<file path="src/rtl/midi_voice_allocator.sv">
// midi_voice_allocator
//   Polyphonic voice allocator between midi_reader and a bank of per-voice
//   oscillators. Each accepted MIDI message is scanned against all voice slots
//   (one slot per cycle) and then committed in a single cycle, so every message
//   takes NUM_VOICES+2 cycles from acceptance until ready_out returns.
//
// Ports
//   clk_in          system clock
//   rst_in          synchronous, active-high reset
//   status          message type nibble (0x9 note-on, 0x8 note-off, 0xB CC)
//   data_byte1      note / controller number (bit 7 ignored)
//   data_byte2      velocity / controller value (bit 7 ignored)
//   valid_in        message valid; accepted when valid_in & ready_out
//   ready_out       allocator idle
//   voice_note_out  7 bits per voice, voice i at [7i+6:7i]
//   voice_vel_out   7 bits per voice, same packing
//   voice_on_out    gate per voice
//   voice_trig_out  one-cycle pulse on each voice (re)assignment
//   dropped_out     sticky: valid_in seen while busy (cleared by reset only)

module midi_voice_allocator #(
  parameter int unsigned NUM_VOICES = 4,
  parameter int unsigned AGE_WIDTH  = 8,
  parameter bit          SUSTAIN_EN = 1'b1
) (
  input  logic                      clk_in,
  input  logic                      rst_in,
  input  logic [3:0]                status,
  input  logic [7:0]                data_byte1,
  input  logic [7:0]                data_byte2,
  input  logic                      valid_in,
  output logic                      ready_out,
  output logic [7*NUM_VOICES-1:0]   voice_note_out,
  output logic [7*NUM_VOICES-1:0]   voice_vel_out,
  output logic [NUM_VOICES-1:0]     voice_on_out,
  output logic [NUM_VOICES-1:0]     voice_trig_out,
  output logic                      dropped_out
);

  localparam int unsigned IDX_W = (NUM_VOICES > 1) ? $clog2(NUM_VOICES) : 1;

  typedef logic [IDX_W-1:0]     idx_t;
  typedef logic [AGE_WIDTH-1:0] age_t;

  localparam idx_t LAST_IDX = idx_t'(NUM_VOICES - 1);
  localparam age_t AGE_MAX  = '1;

  typedef enum logic [1:0] {
    S_IDLE,
    S_SCAN,
    S_COMMIT
  } state_t;

  state_t                  state_q, state_d;
  idx_t                    idx_q, idx_d;

  // Latched message
  logic [3:0]              stat_q, stat_d;
  logic [6:0]              d1_q, d1_d;
  logic [6:0]              d2_q, d2_d;

  // Scan results
  logic                    match_q, match_d;
  idx_t                    match_idx_q, match_idx_d;
  logic                    free_q, free_d;
  idx_t                    free_idx_q, free_idx_d;
  idx_t                    old_idx_q, old_idx_d;
  age_t                    old_age_q, old_age_d;

  // Voice state
  logic [6:0]              note_q [NUM_VOICES];
  logic [6:0]              note_d [NUM_VOICES];
  logic [6:0]              vel_q  [NUM_VOICES];
  logic [6:0]              vel_d  [NUM_VOICES];
  age_t                    age_q  [NUM_VOICES];
  age_t                    age_d  [NUM_VOICES];
  logic [NUM_VOICES-1:0]   on_q, on_d;
  logic [NUM_VOICES-1:0]   held_q, held_d;
  logic [NUM_VOICES-1:0]   trig_q, trig_d;
  logic                    sustain_q, sustain_d;
  logic                    dropped_q, dropped_d;

  logic                    is_note_on;
  logic                    is_note_off;
  idx_t                    target;

  // Bit 7 of both data bytes is architecturally ignored.
  logic unused_data_msb;
  assign unused_data_msb = data_byte1[7] ^ data_byte2[7];

  assign ready_out   = (state_q == S_IDLE);
  assign is_note_on  = (stat_q == 4'h9) && (d2_q != 7'd0);
  assign is_note_off = (stat_q == 4'h8) || ((stat_q == 4'h9) && (d2_q == 7'd0));

  always_comb begin
    state_d     = state_q;
    idx_d       = idx_q;
    stat_d      = stat_q;
    d1_d        = d1_q;
    d2_d        = d2_q;
    match_d     = match_q;
    match_idx_d = match_idx_q;
    free_d      = free_q;
    free_idx_d  = free_idx_q;
    old_idx_d   = old_idx_q;
    old_age_d   = old_age_q;
    note_d      = note_q;
    vel_d       = vel_q;
    age_d       = age_q;
    on_d        = on_q;
    held_d      = held_q;
    trig_d      = '0;
    sustain_d   = sustain_q;
    dropped_d   = dropped_q | (valid_in & ~ready_out);

    // Retrigger beats free slot, free slot beats stealing the oldest voice.
    if (match_q)     target = match_idx_q;
    else if (free_q) target = free_idx_q;
    else             target = old_idx_q;

    case (state_q)
      S_IDLE: begin
        if (valid_in) begin
          stat_d  = status;
          d1_d    = data_byte1[6:0];
          d2_d    = data_byte2[6:0];
          match_d = 1'b0;
          free_d  = 1'b0;
          idx_d   = '0;
          state_d = S_SCAN;
        end
      end

      S_SCAN: begin
        if (!match_q && on_q[idx_q] && (note_q[idx_q] == d1_q)) begin
          match_d     = 1'b1;
          match_idx_d = idx_q;
        end
        if (!free_q && !on_q[idx_q]) begin
          free_d     = 1'b1;
          free_idx_d = idx_q;
        end
        // Strict compare keeps the lowest index on equal ages.
        if ((idx_q == '0) || (age_q[idx_q] > old_age_q)) begin
          old_idx_d = idx_q;
          old_age_d = age_q[idx_q];
        end
        if (idx_q == LAST_IDX) state_d = S_COMMIT;
        else                   idx_d   = idx_q + idx_t'(1);
      end

      S_COMMIT: begin
        state_d = S_IDLE;
        if (is_note_on) begin
          for (int unsigned i = 0; i < NUM_VOICES; i++) begin
            if (idx_t'(i) == target) begin
              note_d[i] = d1_q;
              vel_d[i]  = d2_q;
              on_d[i]   = 1'b1;
              held_d[i] = 1'b0;
              age_d[i]  = '0;
              trig_d[i] = 1'b1;
            end else if (on_q[i] && (age_q[i] != AGE_MAX)) begin
              age_d[i] = age_q[i] + age_t'(1);
            end
          end
        end else if (is_note_off) begin
          if (match_q) begin
            if (sustain_q) held_d[match_idx_q] = 1'b1;
            else           on_d[match_idx_q]   = 1'b0;
          end
        end else if (stat_q == 4'hB) begin
          if (SUSTAIN_EN && (d1_q == 7'd64)) begin
            if (d2_q >= 7'd64) begin
              sustain_d = 1'b1;
            end else begin
              sustain_d = 1'b0;
              on_d      = on_q & ~held_q;
              held_d    = '0;
            end
          end else if (d1_q == 7'd123) begin
            on_d   = '0;
            held_d = '0;
            for (int unsigned i = 0; i < NUM_VOICES; i++) age_d[i] = '0;
          end
        end
      end

      default: state_d = S_IDLE;
    endcase
  end

  always_ff @(posedge clk_in) begin
    if (rst_in) begin
      state_q     <= S_IDLE;
      idx_q       <= '0;
      stat_q      <= '0;
      d1_q        <= '0;
      d2_q        <= '0;
      match_q     <= 1'b0;
      match_idx_q <= '0;
      free_q      <= 1'b0;
      free_idx_q  <= '0;
      old_idx_q   <= '0;
      old_age_q   <= '0;
      note_q      <= '{default: '0};
      vel_q       <= '{default: '0};
      age_q       <= '{default: '0};
      on_q        <= '0;
      held_q      <= '0;
      trig_q      <= '0;
      sustain_q   <= 1'b0;
      dropped_q   <= 1'b0;
    end else begin
      state_q     <= state_d;
      idx_q       <= idx_d;
      stat_q      <= stat_d;
      d1_q        <= d1_d;
      d2_q        <= d2_d;
      match_q     <= match_d;
      match_idx_q <= match_idx_d;
      free_q      <= free_d;
      free_idx_q  <= free_idx_d;
      old_idx_q   <= old_idx_d;
      old_age_q   <= old_age_d;
      note_q      <= note_d;
      vel_q       <= vel_d;
      age_q       <= age_d;
      on_q        <= on_d;
      held_q      <= held_d;
      trig_q      <= trig_d;
      sustain_q   <= sustain_d;
      dropped_q   <= dropped_d;
    end
  end

  always_comb begin
    voice_note_out = '0;
    voice_vel_out  = '0;
    for (int unsigned i = 0; i < NUM_VOICES; i++) begin
      voice_note_out[7*i +: 7] = note_q[i];
      voice_vel_out[7*i +: 7]  = vel_q[i];
    end
  end

  assign voice_on_out   = on_q;
  assign voice_trig_out = trig_q;
  assign dropped_out    = dropped_q;

endmodule

</file>
<file path="config.mk">
export PLATFORM = sky130hd
export DESIGN_NAME = midi_voice_allocator
export DESIGN_NICKNAME = d
export VERILOG_FILES = /design/src/rtl/midi_voice_allocator.sv
export SDC_FILE = /design/constraint.sdc
export NUM_CORES = 1
export LEC_CHECK = 0
export CAP_MARGIN = 5
export CORE_ASPECT_RATIO = 1.4
export CORE_UTILIZATION = 50
export CTS_CLUSTER_DIAMETER = 200
export DETAILED_ROUTE_END_ITERATION = 8
export GPL_ROUTABILITY_DRIVEN = 1
export PLACE_DENSITY = 0.77
export SLEW_MARGIN = 5
export SYNTH_ARGS = -nofsm -noshare
export SYNTH_HDL_FRONTEND = slang
export SYNTH_SLANG_ARGS = --single-unit
</file>
<file path="constraint.sdc">
create_clock -name clk_in -period 3.1 [get_ports clk_in]
set_input_delay 0.62 -clock clk_in [delete_from_list [all_inputs] [get_ports clk_in]]
set_output_delay 0.62 -clock clk_in [all_outputs]
set_load 0.02 [all_outputs]
</file>
# == Word-level counts from Yosys, hierarchy flattened ==
# Index checks and enable logic that the tools add are counted.
# totals
inputBits,23
wordCells,207
reg_bits,140
output_inout_bits,66
# op_classes
muxes,64
n_addsub,5
n_eq_ne,35
order_cmp,6
reduce_logical,51
bitwise_logic,12
# op_table
operator,count
32-bit two-way mux,5
8-bit two-way mux,10
4-bit two-way mux,15
7-bit AND reduction,8
"8-bit by 1-bit adder with 8-bit output, second input constant",4
"8-bit != test, second input constant",4
6-bit AND reduction,4
3-bit AND reduction,7
1-bit two-way mux,18
8-bit binary-select mux with 2-bit select,1
7-bit binary-select mux with 2-bit select,1
"7-bit equality test, second input constant",2
7-bit two-way mux,2
"2-bit != test, second input constant",7
"4-bit equality test, second input constant",3
2-bit two-way mux,6
"3-bit by 1-bit != test with 1-bit output, second input constant",4
1-bit logical AND,10
2-bit AND reduction,5
"3-bit != test, second input constant",3
4-bit bitwise AND,2
8-bit > comparator,1
"2-bit by 1-bit != test with 1-bit output, second input constant",4
4-bit inverter,2
other kinds (30),45

# == Depth between registers and ports, before layout ==
# logic_depth
word_depth,10
mapped_depth,13
ltp_nobuf,9

# == Worst setup path after synthesis ==
# No wires, ideal clock.
# synth_path
path_type,reg2reg
start,register idx_q[0]
end,register old_idx_q[0]
setup_time_ns,0.072
required_ns,3.028
setup_slack_ns,-0.280
path_stages_with_launch,13
synth_period_minus_slack_ns,3.380
arrival_ns,3.308
path_buffers,4
cell_sequence,dfxtp_1 -> buf_2 -> buf_1 -> clkbuf_1 -> mux4_2 -> ha_1 -> nor2b_1 -> o21a_1 -> o21ai_0 -> a211oi_1 -> o21a_1 -> buf_2 -> mux2i_1
# synth_between
elab_chain_len,7
word_cells_on_any_way,8
cone_classes,order compare: 1; mux: 3; bitwise: 1; reduce/logical: 3
# synth_lines
item,line_no,rtl
from (decl),55,"idx_t idx_q, idx_d;"
from (signal assigned),216,idx_q <= idx_d;
2-bit inverter with 3-bit output (implied by the code),144,if ((idx_q == '0) || (age_q[idx_q] > old_age_q)) begin
8-bit binary-select mux with 2-bit select,144,
8-bit two-way mux (implied by the code) (2 in series),144,
8-bit > comparator,144,
1-bit logical OR,144,
2-bit AND reduction (no line),--,
to (signal assigned),224,old_idx_q <= old_idx_d;
to (decl),67,"idx_t old_idx_q, old_idx_d;"
# Parallel ways exist; a longest one is shown, timed or not. The select of a mux whose other input is x is not followed.
# A chain may end at the register's enable or synchronous reset.

# == Worst setup path after layout ==
# layout_path
start,register idx_q[0]
end,register match_idx_q[0]
# layout_between
elab_chain_len,7
word_cells_on_any_way,10
cone_classes,eq/ne: 1; mux: 5; bitwise: 1; reduce/logical: 3
# layout_lines
item,line_no,rtl
2-bit inverter with 3-bit output (implied by the code),135,if (!match_q && on_q[idx_q] && (note_q[idx_q] == d1_q)) begin
7-bit binary-select mux with 2-bit select,135,
7-bit two-way mux (implied by the code) (2 in series),135,
7-bit equality test,135,
1-bit logical AND,135,
2-bit AND reduction (no line),--,
to (signal assigned),221,match_idx_q <= match_idx_d;
to (decl),64,"idx_t match_idx_q, match_idx_d;"
# Parallel ways exist; a longest one is shown, timed or not. The select of a mux whose other input is x is not followed.

==> key figures <==
Drt
  – Routed len/inst: 17.90 µm
  – DR pass1 iterations: 5
  – Vias: 5766
  – DRC: 0
  – DR vias/cell: 5.994
  – Final wirelength: 17.22 mm
  – Antenna viol nets, final: 0
  – Initial DRC Count: 416

Synthesis
  – Ys Warns: 0
  – Sequential-to-total area share from yosys stat: 42.49%
  – Number of synthesized flops with an enable pin: 0
  – Top cell type's share of synthesized area: 42.49%
  – Mapped Nets: 761
  – Cells after synthesis: 724
  – Post-synth top area cell: dfxtp_1
  – Flops & latches, synth: 140
  – Most used DFF post-synth: dfxtp_1
  – Syn_area_per_cell: 9.111 µm²
  – Cell variety after synth: 59
  – Ys async rst share: 0%
  – Post-Syn Area: 0.006596 mm²
  – Top cells by area, synth: dfxtp_1 (42%), mux2i_1 (11%), nor2_1 (5.6%)

Die
  – Die ar.: 0.01366 mm²
  – Die Width: 99.08 µm
  – Io pins: 89
  – Starting Density: 51.23%
  – Die Ht: 137.9 µm
  – Core area: 0.01287 mm²
  – Std-Cell Rows: 49

Timing
  – Final setup viols: 0
  – Worst-Margin Slew: 700.6 ps
  – Fin. max-slew vios: 0
  – Slew margin rel.: 53.28%
  – Hold Fails Final Rpt: 0
  – Final Worst Setup Slack: 307.9 ps
  – RSZ-0062 raised after global routing: no
  – Clk_skew: 9.621 ps
  – Setup TNS: 0 ps
  – Period utilization: 90.07%
  – Fmax: 358.2 MHz
  – Fin crit period: 2792 ps

Worst setup path
  – Flop2flop setup slack: 310 ps
  – Setup crit end kind: register
  – Setup crit start kind: register
  – CP Data Required Time: 3430 ps
  – Setup Crit Path Kind: reg2reg
  – Max FO, Critical Path: 17
  – Arrival time at the worst endpoint: 3120 ps

Clock network
  – Post-CTS setup buffer count: 0
  – Clock sinks: 140
  – Buffer type at the clock tree root: clkbuf_16
  – CTS clock-pin slew for the worst setup and hold paths: 60 ps
  – CTS buffer count: 17
  – CTS Hold Bufs: 0
  – Buffer levels on the longest clock path: 2
  – Post_cts resized: 0
  – CTS H-tree depth: 4
  – Skew-Pair Late Insertion Delay: 420 ps
  – CTS tree: done

Job
  – Max_cap viols: 0

Cells and area
  – Synth-to-layout area growth: 23.31%
  – Final core occ: 63.18%
  – Final nets: 833
  – Post-Layout Cell Count: 962
  – Ratio of cells with drive above 1 in the final layout: 9.642%
  – ANT cells: 0

Run status
  – Status: finished clean

Global route
  – Initial antenna violation count: 0
  – Vias in the first global route: 5722
  – Gr usage total: 25.83%
  – GRT Residual Overflow: 0
  – First-pass GRT wire length: 27.57 mm
  – Largest net degree at the start of global routing: 71

Placed design
  – Worst slack at placement: 159.4 ps
  – GP Congestion: 0.8539
  – Number of buffers added on ports: 86
  – Hpwl dp: 11.87 mm
  – Inst Count DP: 930

Power and ir drop
  – Pwr Density: 499.2 mW/mm²
  – Maximum vdd drop: 0.0003667 V
  – Leak: 0.003154 µW

Hold path
  – HP Class: reg2reg
## where the power goes
group / leakage, µW / total, µW / switching, µW / internal, µW
Sequential: 0.00113 / 1850 / 35.2 / 1820
Combinational: 0.00174 / 191 / 115 / 75.9
Clock: 0.000285 / 2020 / 858 / 1160
## path summary, 6_finish.rpt
kind / start / end / cells after the start
worst max-delay path: idx_q[0]$_SDFFE_PP0P_ / match_idx_q[0]$_SDFFE_PP0P_ / 6
worst min-delay path: old_age_q[0]$_SDFFE_PP0P_ / old_age_q[0]$_SDFFE_PP0P_ / 2
worst min register to register: old_age_q[0]$_SDFFE_PP0P_ / old_age_q[0]$_SDFFE_PP0P_ / 2
worst max register to register: idx_q[0]$_SDFFE_PP0P_ / match_idx_q[0]$_SDFFE_PP0P_ / 6
## critical path, cell delays in order (launching register included)
cell and delay (ps):
dfxtp_1 600, buf_4 370, mux4_2 560, xor2_1 160, nor4_1 460, nand4_1 290, mux2i_1 260
## layer usage
layer / vias up / routed length, µm / global-route usage [%]
met5: - / 0 / 0
met4: 0 / 633 / 14.54
met3: 46 / 744 / 4.335
met2: 207 / 9151 / 48.10
met1: 2760 / 6694 / 27.72
li1: 2753 / - / -
## Yosys cell counts, types with 8 or more instances
library cell / number
inv_1: 16
nand2_1: 74
a21oi_1: 41
mux2i_1: 73
ha_1: 14
buf_2: 11
nand3_1: 22
nor3_1: 8
clkbuf_1: 27
o2111ai_1: 9
o21ai_0: 28
a22oi_1: 8
and3_1: 14
mux4_2: 13
nor2_1: 99
xor2_1: 12
dfxtp_1: 140
## logic make-up (layout without fill, tap and decap cells)
| kind of cell | Yosys count | in the layout | share of synthesized area (%) |
|---|---|---|---|
| and+or+nand+nor | 263 | 263 | 18.66 |
| AOI/OAI and AO/OA | 146 | 146 | 14.85 |
| DFF | 140 | 140 | 42.49 |
| muxes | 87 | 87 | 15.69 |
| buffers and inverters | 60 | 145 | 3.794 |
| adders and majority gates | 14 | 14 | 2.656 |
| xor gates and xnor gates | 14 | 14 | 1.859 |
## flip-flops by register name (all words and copies together) (netlist names)
register and count:
match_q 1, dropped_out 1, match_idx_q 2, voice_note_out 28
idx_q 2, free_idx_q 2, voice_trig_out 4, sustain_q 1
voice_on_out 4, d2_q 7, d1_q 7, voice_vel_out 28
held_q 4, old_idx_q 2, age_q 32, free_q 1
state_q 2, stat_q 4, old_age_q 8
## per-stage QoR
step | area (µm²) | hold slack (ps) | power (µW)
2_1_floorplan | 6604 | 434.1 | 2012
3_3_place_gp | 7540 | 443.9 | 2074
3_5_place_dp | 7540 | 461.4 | 2079
6_report | 8134 | 466.8 | 4061
4_1_cts | 8133 | 469.6 | 4075
5_1_grt | 8134 | 497.7 | 4185
## placed cells by master, fill, tap and decap left out, types with 4 or more instances in the layout
cell type        synthesis  final
a211oi_1                 7      6
a21oi_1                 41     41
a22oi_1                  8      8
a31o_2                   5      5
a31oi_1                  6      6
a32o_1                   4      4
a41oi_1                  4      4
and3_1                  14     14
buf_4                    3     11
clkbuf_16                0     17
clkdlybuf4s50_1          0     85
dfxtp_1                140    139
ha_1                    14     14
inv_1                   16     16
inv_6                    0      5
mux2i_1                 73     73
mux4_2                  13     13
nand2_1                 74     74
nand3_1                 22     22
nand4_1                  5      5
nor2_1                  99     99
nor2b_1                  5      5
nor3_1                   8      8
o2111ai_1                9      9
o21a_1                   6      6
o21ai_0                 28     28
o21ai_1                  4      4
o311ai_0                 4      4
o31ai_1                  7      7
or3_1                    6      6
xor2_1                  12     12
## layout make-up
cell class / instances / area, µm²
Multi-Input combinational cell: 524 / 3548
Clock buffer: 18 / 439.2
Clock inverter: 14 / 153.9
Tap cell: 153 / 191.4
Inverter: 17 / 63.81
Fill cell: 1084 / 4741
Timing Repair Buffer: 96 / 933.4
Sequential cell: 140 / 2804
No activity file was read; power rests on OpenSTA's default activity.
